[config.mk]
export PLATFORM = sky130hd
export DESIGN_NAME = vga_timing_decoder
export DESIGN_NICKNAME = d
export VERILOG_FILES = /design/src/rtl/vga_timing_decoder.sv
export SDC_FILE = /design/constraint.sdc
export NUM_CORES = 1
export LEC_CHECK = 0
export CORE_ASPECT_RATIO = 1.75
export CORE_MARGIN = 4
export CORE_UTILIZATION = 42
export CTS_CLUSTER_DIAMETER = 80
export DETAILED_ROUTE_END_ITERATION = 16
export PLACE_DENSITY = 0.71
export SYNTH_ARGS = -nofsm -noshare
export SYNTH_HDL_FRONTEND = slang
export SYNTH_SLANG_ARGS = --single-unit
[constraint.sdc]
create_clock -name SYS_CLK -period 8.8 [get_ports SYS_CLK]
set_input_delay 2.2 -clock SYS_CLK [delete_from_list [all_inputs] [get_ports SYS_CLK]]
set_output_delay 2.2 -clock SYS_CLK [all_outputs]
set_load 0.05 [all_outputs]
[src/rtl/vga_timing_decoder.sv]
// vga_timing_decoder
// Receive-side counterpart of the VGA timing generator. Samples the sync and
// RGB pins one pixel per SYS_CLK and locks to the incoming raster. Once locked,
// it recovers row/column for every visible pixel. It flags sync, line and
// frame timing violations with sticky bits, and it produces a 16-bit checksum
// of every frame that was received entirely in lock.

module vga_timing_decoder #(
  parameter int H_VISIBLE = 640,
  parameter int H_SYNC    = 96,
  parameter int H_BACK    = 48,
  parameter int H_TOTAL   = 800,
  parameter int V_SYNC    = 2,
  parameter int V_BACK    = 33,
  parameter int V_VISIBLE = 480,
  parameter int V_TOTAL   = 525
) (
  input  logic        SYS_CLK,
  input  logic        reset,
  input  logic        hsync_i,
  input  logic        vsync_i,
  input  logic [3:0]  red_i,
  input  logic [3:0]  green_i,
  input  logic [3:0]  blue_i,
  output logic        pix_valid_o,
  output logic [11:0] rgb_o,
  output logic [8:0]  row_o,
  output logic [9:0]  column_o,
  output logic        locked_o,
  output logic        frame_done_o,
  output logic [15:0] frame_sum_o,
  output logic        err_hsync_o,
  output logic        err_line_o,
  output logic        err_frame_o
);

  // Counter limits. The pixel counter saturates instead of wrapping, so a
  // missing hsync is never mistaken for a legal line.
  localparam logic [10:0] P_MAX      = 11'h7FF;
  localparam logic [9:0]  V_MAX      = 10'h3FF;

  // Raster landmarks, expressed in counter units.
  localparam logic [10:0] H_START    = 11'(H_SYNC + H_BACK);
  localparam logic [10:0] H_END      = 11'(H_SYNC + H_BACK + H_VISIBLE);
  localparam logic [10:0] H_SYNC_LEN = 11'(H_SYNC);
  localparam logic [10:0] H_LAST     = 11'(H_TOTAL - 1);
  localparam logic [9:0]  V_START    = 10'(V_SYNC + V_BACK);
  localparam logic [9:0]  V_END      = 10'(V_SYNC + V_BACK + V_VISIBLE);
  localparam logic [9:0]  V_LAST     = 10'(V_TOTAL - 1);

  typedef enum logic [1:0] {
    ST_HUNT    = 2'd0,
    ST_ACQUIRE = 2'd1,
    ST_LOCKED  = 2'd2
  } state_e;

  // Input stage: S1 holds the pins, S2 holds the previous sync levels.
  logic        hs1_q, vs1_q, hs2_q, vs2_q;
  logic [11:0] rgb1_q;

  // Raster position of the pixel currently held in S1.
  logic [10:0] p_q, p_d;
  logic [9:0]  v_q, v_d;
  logic        vfall_pend_q, vfall_pend_d;

  // Edge strobes and checks, all derived from S1/S2.
  logic        hs_fall, hs_rise, vs_fall;
  logic        v_restart;
  logic        viol_h, viol_l, viol_f, viol_any;
  logic        visible;
  logic        pix_valid_d;
  logic [8:0]  row_d;
  logic [9:0]  col_d;

  // Lock FSM and registered outputs.
  state_e      state_q;
  logic        locked_q;
  logic        pix_valid_q;
  logic [11:0] rgb_q;
  logic [8:0]  row_q;
  logic [9:0]  col_q;
  logic        frame_done_q;
  logic [15:0] frame_sum_q;
  logic [15:0] acc_q;
  logic        err_hsync_q, err_line_q, err_frame_q;

  // Register the pins once (S1), then keep one more copy of the syncs (S2).
  always_ff @(posedge SYS_CLK) begin
    // NOTE: every clocked block uses non-blocking assignments, so the S1->S2
    // copy sees the old S1 value and the order of statements does not matter.
    if (reset) begin
      hs1_q  <= 1'b1;
      vs1_q  <= 1'b1;
      rgb1_q <= '0;
      hs2_q  <= 1'b1;
      vs2_q  <= 1'b1;
    end else begin
      hs1_q  <= hsync_i;
      vs1_q  <= vsync_i;
      rgb1_q <= {red_i, green_i, blue_i};
      hs2_q  <= hs1_q;
      vs2_q  <= vs1_q;
    end
  end

  // Edge detection, raster counters, violation checks and visibility decode.
  always_comb begin
    // NOTE: every signal gets a default before any branch, so no path through
    // this block can leave a value unassigned and infer a latch.
    hs_fall      = hs2_q & ~hs1_q;
    hs_rise      = ~hs2_q & hs1_q;
    vs_fall      = vs2_q & ~vs1_q;

    p_d          = (p_q == P_MAX) ? P_MAX : p_q + 11'd1;
    v_d          = v_q;
    v_restart    = 1'b0;
    vfall_pend_d = vfall_pend_q | vs_fall;

    if (hs_fall) begin
      p_d          = '0;
      // A vsync fall anywhere since the last line start (this cycle included)
      // makes this line the first line of a new frame.
      v_restart    = vfall_pend_q | vs_fall;
      v_d          = v_restart ? '0 : ((v_q == V_MAX) ? V_MAX : v_q + 10'd1);
      vfall_pend_d = 1'b0;
    end

    // The hsync must stay low for exactly H_SYNC clocks.
    viol_h   = hs_rise & (p_d != H_SYNC_LEN);
    // A line must be H_TOTAL clocks long. A lost hsync is caught when the
    // counter hits saturation.
    viol_l   = (hs_fall & (p_q != H_LAST)) |
               (~hs_fall & (p_q == P_MAX - 11'd1));
    // A frame must be V_TOTAL lines long, measured at the line that restarts v.
    viol_f   = v_restart & (v_q != V_LAST);
    viol_any = viol_h | viol_l | viol_f;

    visible  = (p_d >= H_START) && (p_d < H_END) &&
               (v_d >= V_START) && (v_d < V_END);

    // A violation drops pixel output on the same edge that leaves LOCKED.
    pix_valid_d = visible & (state_q == ST_LOCKED) & ~viol_any;
    row_d       = 9'(v_d - V_START);
    col_d       = 10'(p_d - H_START);
  end

  // Advance the raster counters.
  always_ff @(posedge SYS_CLK) begin
    if (reset) begin
      p_q          <= '0;
      v_q          <= '0;
      vfall_pend_q <= 1'b0;
    end else begin
      p_q          <= p_d;
      v_q          <= v_d;
      vfall_pend_q <= vfall_pend_d;
    end
  end

  // Lock FSM with registered pixel, checksum and error outputs.
  always_ff @(posedge SYS_CLK) begin
    if (reset) begin
      state_q      <= ST_HUNT;
      locked_q     <= 1'b0;
      pix_valid_q  <= 1'b0;
      rgb_q        <= '0;
      row_q        <= '0;
      col_q        <= '0;
      frame_done_q <= 1'b0;
      frame_sum_q  <= '0;
      acc_q        <= '0;
      err_hsync_q  <= 1'b0;
      err_line_q   <= 1'b0;
      err_frame_q  <= 1'b0;
    end else begin
      // Pixel data is forced to zero whenever it is not qualified.
      pix_valid_q  <= pix_valid_d;
      rgb_q        <= pix_valid_d ? rgb1_q : '0;
      row_q        <= pix_valid_d ? row_d  : '0;
      col_q        <= pix_valid_d ? col_d  : '0;
      frame_done_q <= 1'b0;

      // The accumulator restarts on every vsync fall and wraps modulo 2^16.
      if (vs_fall) begin
        acc_q <= '0;
      end else if (pix_valid_q) begin
        acc_q <= acc_q + {4'd0, rgb_q};
      end

      unique case (state_q)
        ST_HUNT: begin
          if (vs_fall) begin
            state_q <= ST_ACQUIRE;
          end
        end
        ST_ACQUIRE: begin
          // One full clean frame is needed before lock is declared. A
          // violation wins over a simultaneous vsync fall.
          if (viol_any) begin
            state_q <= ST_HUNT;
          end else if (vs_fall) begin
            state_q  <= ST_LOCKED;
            locked_q <= 1'b1;
          end
        end
        ST_LOCKED: begin
          if (viol_any) begin
            state_q     <= ST_HUNT;
            locked_q    <= 1'b0;
            err_hsync_q <= err_hsync_q | viol_h;
            err_line_q  <= err_line_q  | viol_l;
            err_frame_q <= err_frame_q | viol_f;
          end else if (vs_fall) begin
            // LOCKED is only entered on a vsync fall, so a fall seen here
            // closes a frame that was received entirely in lock.
            frame_sum_q  <= acc_q;
            frame_done_q <= 1'b1;
          end
        end
        default: begin
          state_q  <= ST_HUNT;
          locked_q <= 1'b0;
        end
      endcase
    end
  end

  assign pix_valid_o  = pix_valid_q;
  assign rgb_o        = rgb_q;
  assign row_o        = row_q;
  assign column_o     = col_q;
  assign locked_o     = locked_q;
  assign frame_done_o = frame_done_q;
  assign frame_sum_o  = frame_sum_q;
  assign err_hsync_o  = err_hsync_q;
  assign err_line_o   = err_line_q;
  assign err_frame_o  = err_frame_q;

endmodule

==> results by stage <==
Power:
- The peak supply drop is 94.5 uV.
- The areal power density over the cells is 160 nW/um2.
- The analysis attributes to cell leakage a power of 2.30 nW.

Placed design:
- The count of input and output buffers is 68.
- Detailed placement ended at an HPWL of 8950 um.
- The global placement routability congestion is 0.921.

Synth:
- The xor/xnor cell area share of the yosys netlist is 0.0278.
- The mux contribution to synthesized area is 0.0516.
- Of the total synthesized cell area, the portion taken by full adders, half adders and majority gates is 0.0536.
- The net count after synthesis is 583.
- The count of flip-flops with a built-in enable after synthesis is 0.
- A synthesized cell averages 9.24 um2.
- The number of different library cells in the post-synthesis netlist is 64.
- The post-synthesis share of cell area spent on and, or, nand and nor gates is 0.241.
- The post-synthesis sequential area ratio is 0.433.
- The synthesized-area fraction occupied by ao, oa, aoi and oai cells is 0.160.
- The main combinational cell family by area after synthesis is simple AND/OR/NAND/NOR gates.
- After synthesis the cells add up to 5040 um2.
- The number of warnings printed during yosys synthesis is 0.
- The most instantiated flip-flop cell in the synthesis netlist is dfxtp_1.
- In this run, synthesis produced a sequential element count of 109.
- Counting every instance in the synthesized netlist gives 546.
- The share of async-settable or async-resettable flops after synthesis is 0.

Floorplan:
- The row count is 52.
- The die height is 153 um.
- The area enclosed by the die boundary is 13,900 um2.
- Pin placement for this block handled 69 I/O pins.
- The chip width is 90.8 um.
- The region available for standard cell placement spans 11,600 um2.
- For this configuration, the core starts out at a cell density of 0.433.

Global route:
- The total overflow reported by the global router is 0.
- The first global-routing pass estimated 20,200 um of wire.
- Entering global routing, the biggest net connects 58 pins.
- The number of global-route vias before repair is 4,194.
- Across every metal layer, demand over resource in global routing totals 0.179.
- The initial antenna violation count is 0.

Setup path:
- In this run the worst path has a maximum fanout of 18.
- STA classifies the critical path endpoint as a primary output.
- For the worst setup path, the data required time is 6.60 ns.
- STA classifies the critical path startpoint as a register.
- The worst setup path category is register to primary output.
- The delay contributed by the slowest stage of the critical path is 0.95 ns.
- The worst-path cell with the longest stage delay is clkdlybuf4s50_1.
- The cell family contributing the most delay on the critical path is buffers and inverters.
- The signal on the critical path passes through clkdlybuf4s50_1.
- Data arrives at the worst endpoint at 2.20 ns.
- Together, buffers and inverters on the worst path number 1.

Drt:
- The number of iterations in the first detailed-routing pass is 4.
- The overall routed net length is 12,200 um.
- In the routed design, unresolved DRC markers number 0.
- The number of antenna-violating nets in the routed design is 0.
- The routed layout has 4,176 vias.
- The average wire length per cell after detail routing is 16.4 um.
- The detailed router finished its first iteration with 132 violations.
- The mean number of vias per cell is 5.63.

Clock network:
- The clock network latency to the later pin of the worst-skew pair is 0.34 ns.
- The number of buffers added by the clock tree synthesis step is 9.
- The number of post-CTS setup repair buffers is 0.
- After clock tree synthesis, the clock-pin slew on the worst setup and hold paths is 0.07 ns.
- In this run the number of H-tree levels came out at 3.
- The clock tree root driver cell is clkbuf_16.
- The maximum count of clock buffers along a single path is 2.
- The CTS tree is built.
- The number of sinks handled by clock tree synthesis is 109.
- The post-cts hold buffer count is 0.
- The post-cts resize count is 0.

Timing:
- The hold violation count in the final report came to 0.
- At the pin with the least slew margin, the transition time is 0.882 ns.
- Adding up every negative setup slack in the final design gives 0 ns.
- The maximum clock skew at final layout is 0.00694 ns.
- Setup repair after global routing left no endpoint under its margin.
- The tightest slew margin relative to the limit is 0.411.
- The number of slew-limit violations in the final report is 0.
- The tightest hold path in the finished design has a slack of 0.453 ns.
- The fraction of the cycle the final worst path needs is 0.500.
- Setup violations remaining at the end of the flow were counted as 0.
- The peak clock frequency supported by timing is 0.227 GHz.
- The final critical delay including setup and external delays is 4.40 ns.

Status:
- The run finished with clean final reports.

Finish:
- In the final layout, the share of cells above drive strength 1 is 0.0791.
- The layout has 1,034 filler cells.
- Leaving out fill and tap cells, the most frequent cell in the layout is dfxtp_1.
- At the end of the flow, the number of nets in the layout was 639.
- The final antenna diode count is 0.
- Compared with the post-synthesis result, the final layout area differs by 21.7%.
- The top cell types in the final layout, fill and taps aside, are 109 x dfxtp_1, 69 x nor2_1, 67 x clkdlybuf4s50_1.

Flow run:
- The tool flagged a number of max-cap violations equal to 0.

Worst hold path:
- The worst min-delay path class is register to register.
==> final timing paths <==
kind | startpoint | to | slack [ns] | cells after the start
setup / recovery | pix_valid_o$_SDFF_PP0_ | pix_valid_o | 4.40 | 1
hold / removal | rgb1_q[11]$_SDFF_PP0_ | rgb_o[11]$_SDFF_PP0_ | 0.45 | 1
hold reg to reg | rgb1_q[11]$_SDFF_PP0_ | rgb_o[11]$_SDFF_PP0_ | 0.45 | 1
setup reg to reg | p_q[0]$_SDFF_PP0_ | frame_sum_o[12]$_SDFFE_PP0P_ | 5.31 | 13
==> kinds of logic after synthesis <==
| kind of cell | count (synthesis) |
|---|---|
| AND/OR/NAND/NOR | 230 |
| flip-flops | 109 |
| adder cells (fa/ha/maj) | 21 |
| buffers and inverters | 38 |
| multiplexers | 26 |
| XOR/XNOR | 16 |
| AO/OA/AOI/OAI | 106 |
==> cell type report <==
type                       count  area, um2  share of cell area
timing repair buffer          73        713               0.116
inverter                      10       37.5             0.00612
clock inverter                 5       82.6              0.0135
multi-input combinational    399       2710               0.442
tap                          135        169              0.0275
sequential                   109       2180               0.356
clock buffer                  11        243              0.0396
==> synthesized netlist by cell type (all sizes together) (4+ instances only) <==
cell type | n | area [um2]
nor4 | 5 | 46.3
nor2 | 69 | 259
o21ai | 8 | 40.0
a31oi | 14 | 87.6
nand2b | 5 | 31.3
a21o | 6 | 45.0
a31o | 4 | 35.0
a211o | 4 | 35.0
nand4 | 5 | 31.3
clkbuf | 17 | 63.8
or3 | 6 | 45.0
o211ai | 6 | 58.8
dfxtp | 109 | 2180
o21a | 4 | 30.0
nor3 | 18 | 90.1
and2 | 6 | 37.5
ha | 20 | 250
nor3b | 15 | 113
xnor2 | 13 | 114
nor2b | 23 | 144
and3 | 15 | 97.6
a21oi | 25 | 125
mux2i | 26 | 260
a41oi | 4 | 53.8
a211oi | 11 | 82.6
nand2 | 31 | 116
inv | 10 | 37.5
or2 | 8 | 50.1
nand3 | 17 | 90.1
buf | 11 | 68.8
==> state kept, by name, summed over array words and instances, names as in the netlist, 9 cells and up <==
name / flops
acc_q: 16
p_q: 11
v_q: 10
rgb1_q: 12
rgb_o: 12
frame_sum_o: 16
column_o: 10
row_o: 9
==> routing by layer <==
layer / wire length (um) / up-vias / global-route usage / part of all wire
met1: 4670 / 1967 / 0.190 / 0.38
met4: 527 / 0 / 0.0964 / 0.043
met5: 0 / - / 0 / 0
li1: - / 2066 / - / -
met2: 6560 / 103 / 0.327 / 0.54
met3: 447 / 40 / 0.0379 / 0.037
==> power breakdown <==
| group | internal, mW | switching [mW] | leakage [nW] |
|---|---|---|---|
| logic | 0.0183 | 0.0242 | 1.25 |
| clock network | 0.258 | 0.177 | 0.160 |
| registers | 0.499 | 0.00392 | 0.883 |
| total | 0.776 | 0.205 | 2.30 |
==> metrics by stage <==
step	instance area [um2]	std cells	util	power [mW]	setup slack (ns)
after global placement	5810	726	0.499	0.556	4.80
after floorplan	5040	546	-	0.541	5.72
after detailed placement	5810	726	0.499	0.557	4.79
after CTS	6140	742	0.527	0.994	4.38
final	6140	742	0.527	0.980	4.40
after global routing	6140	742	0.527	1.02	4.30
No activity file was read; power rests on OpenSTA's default activity.
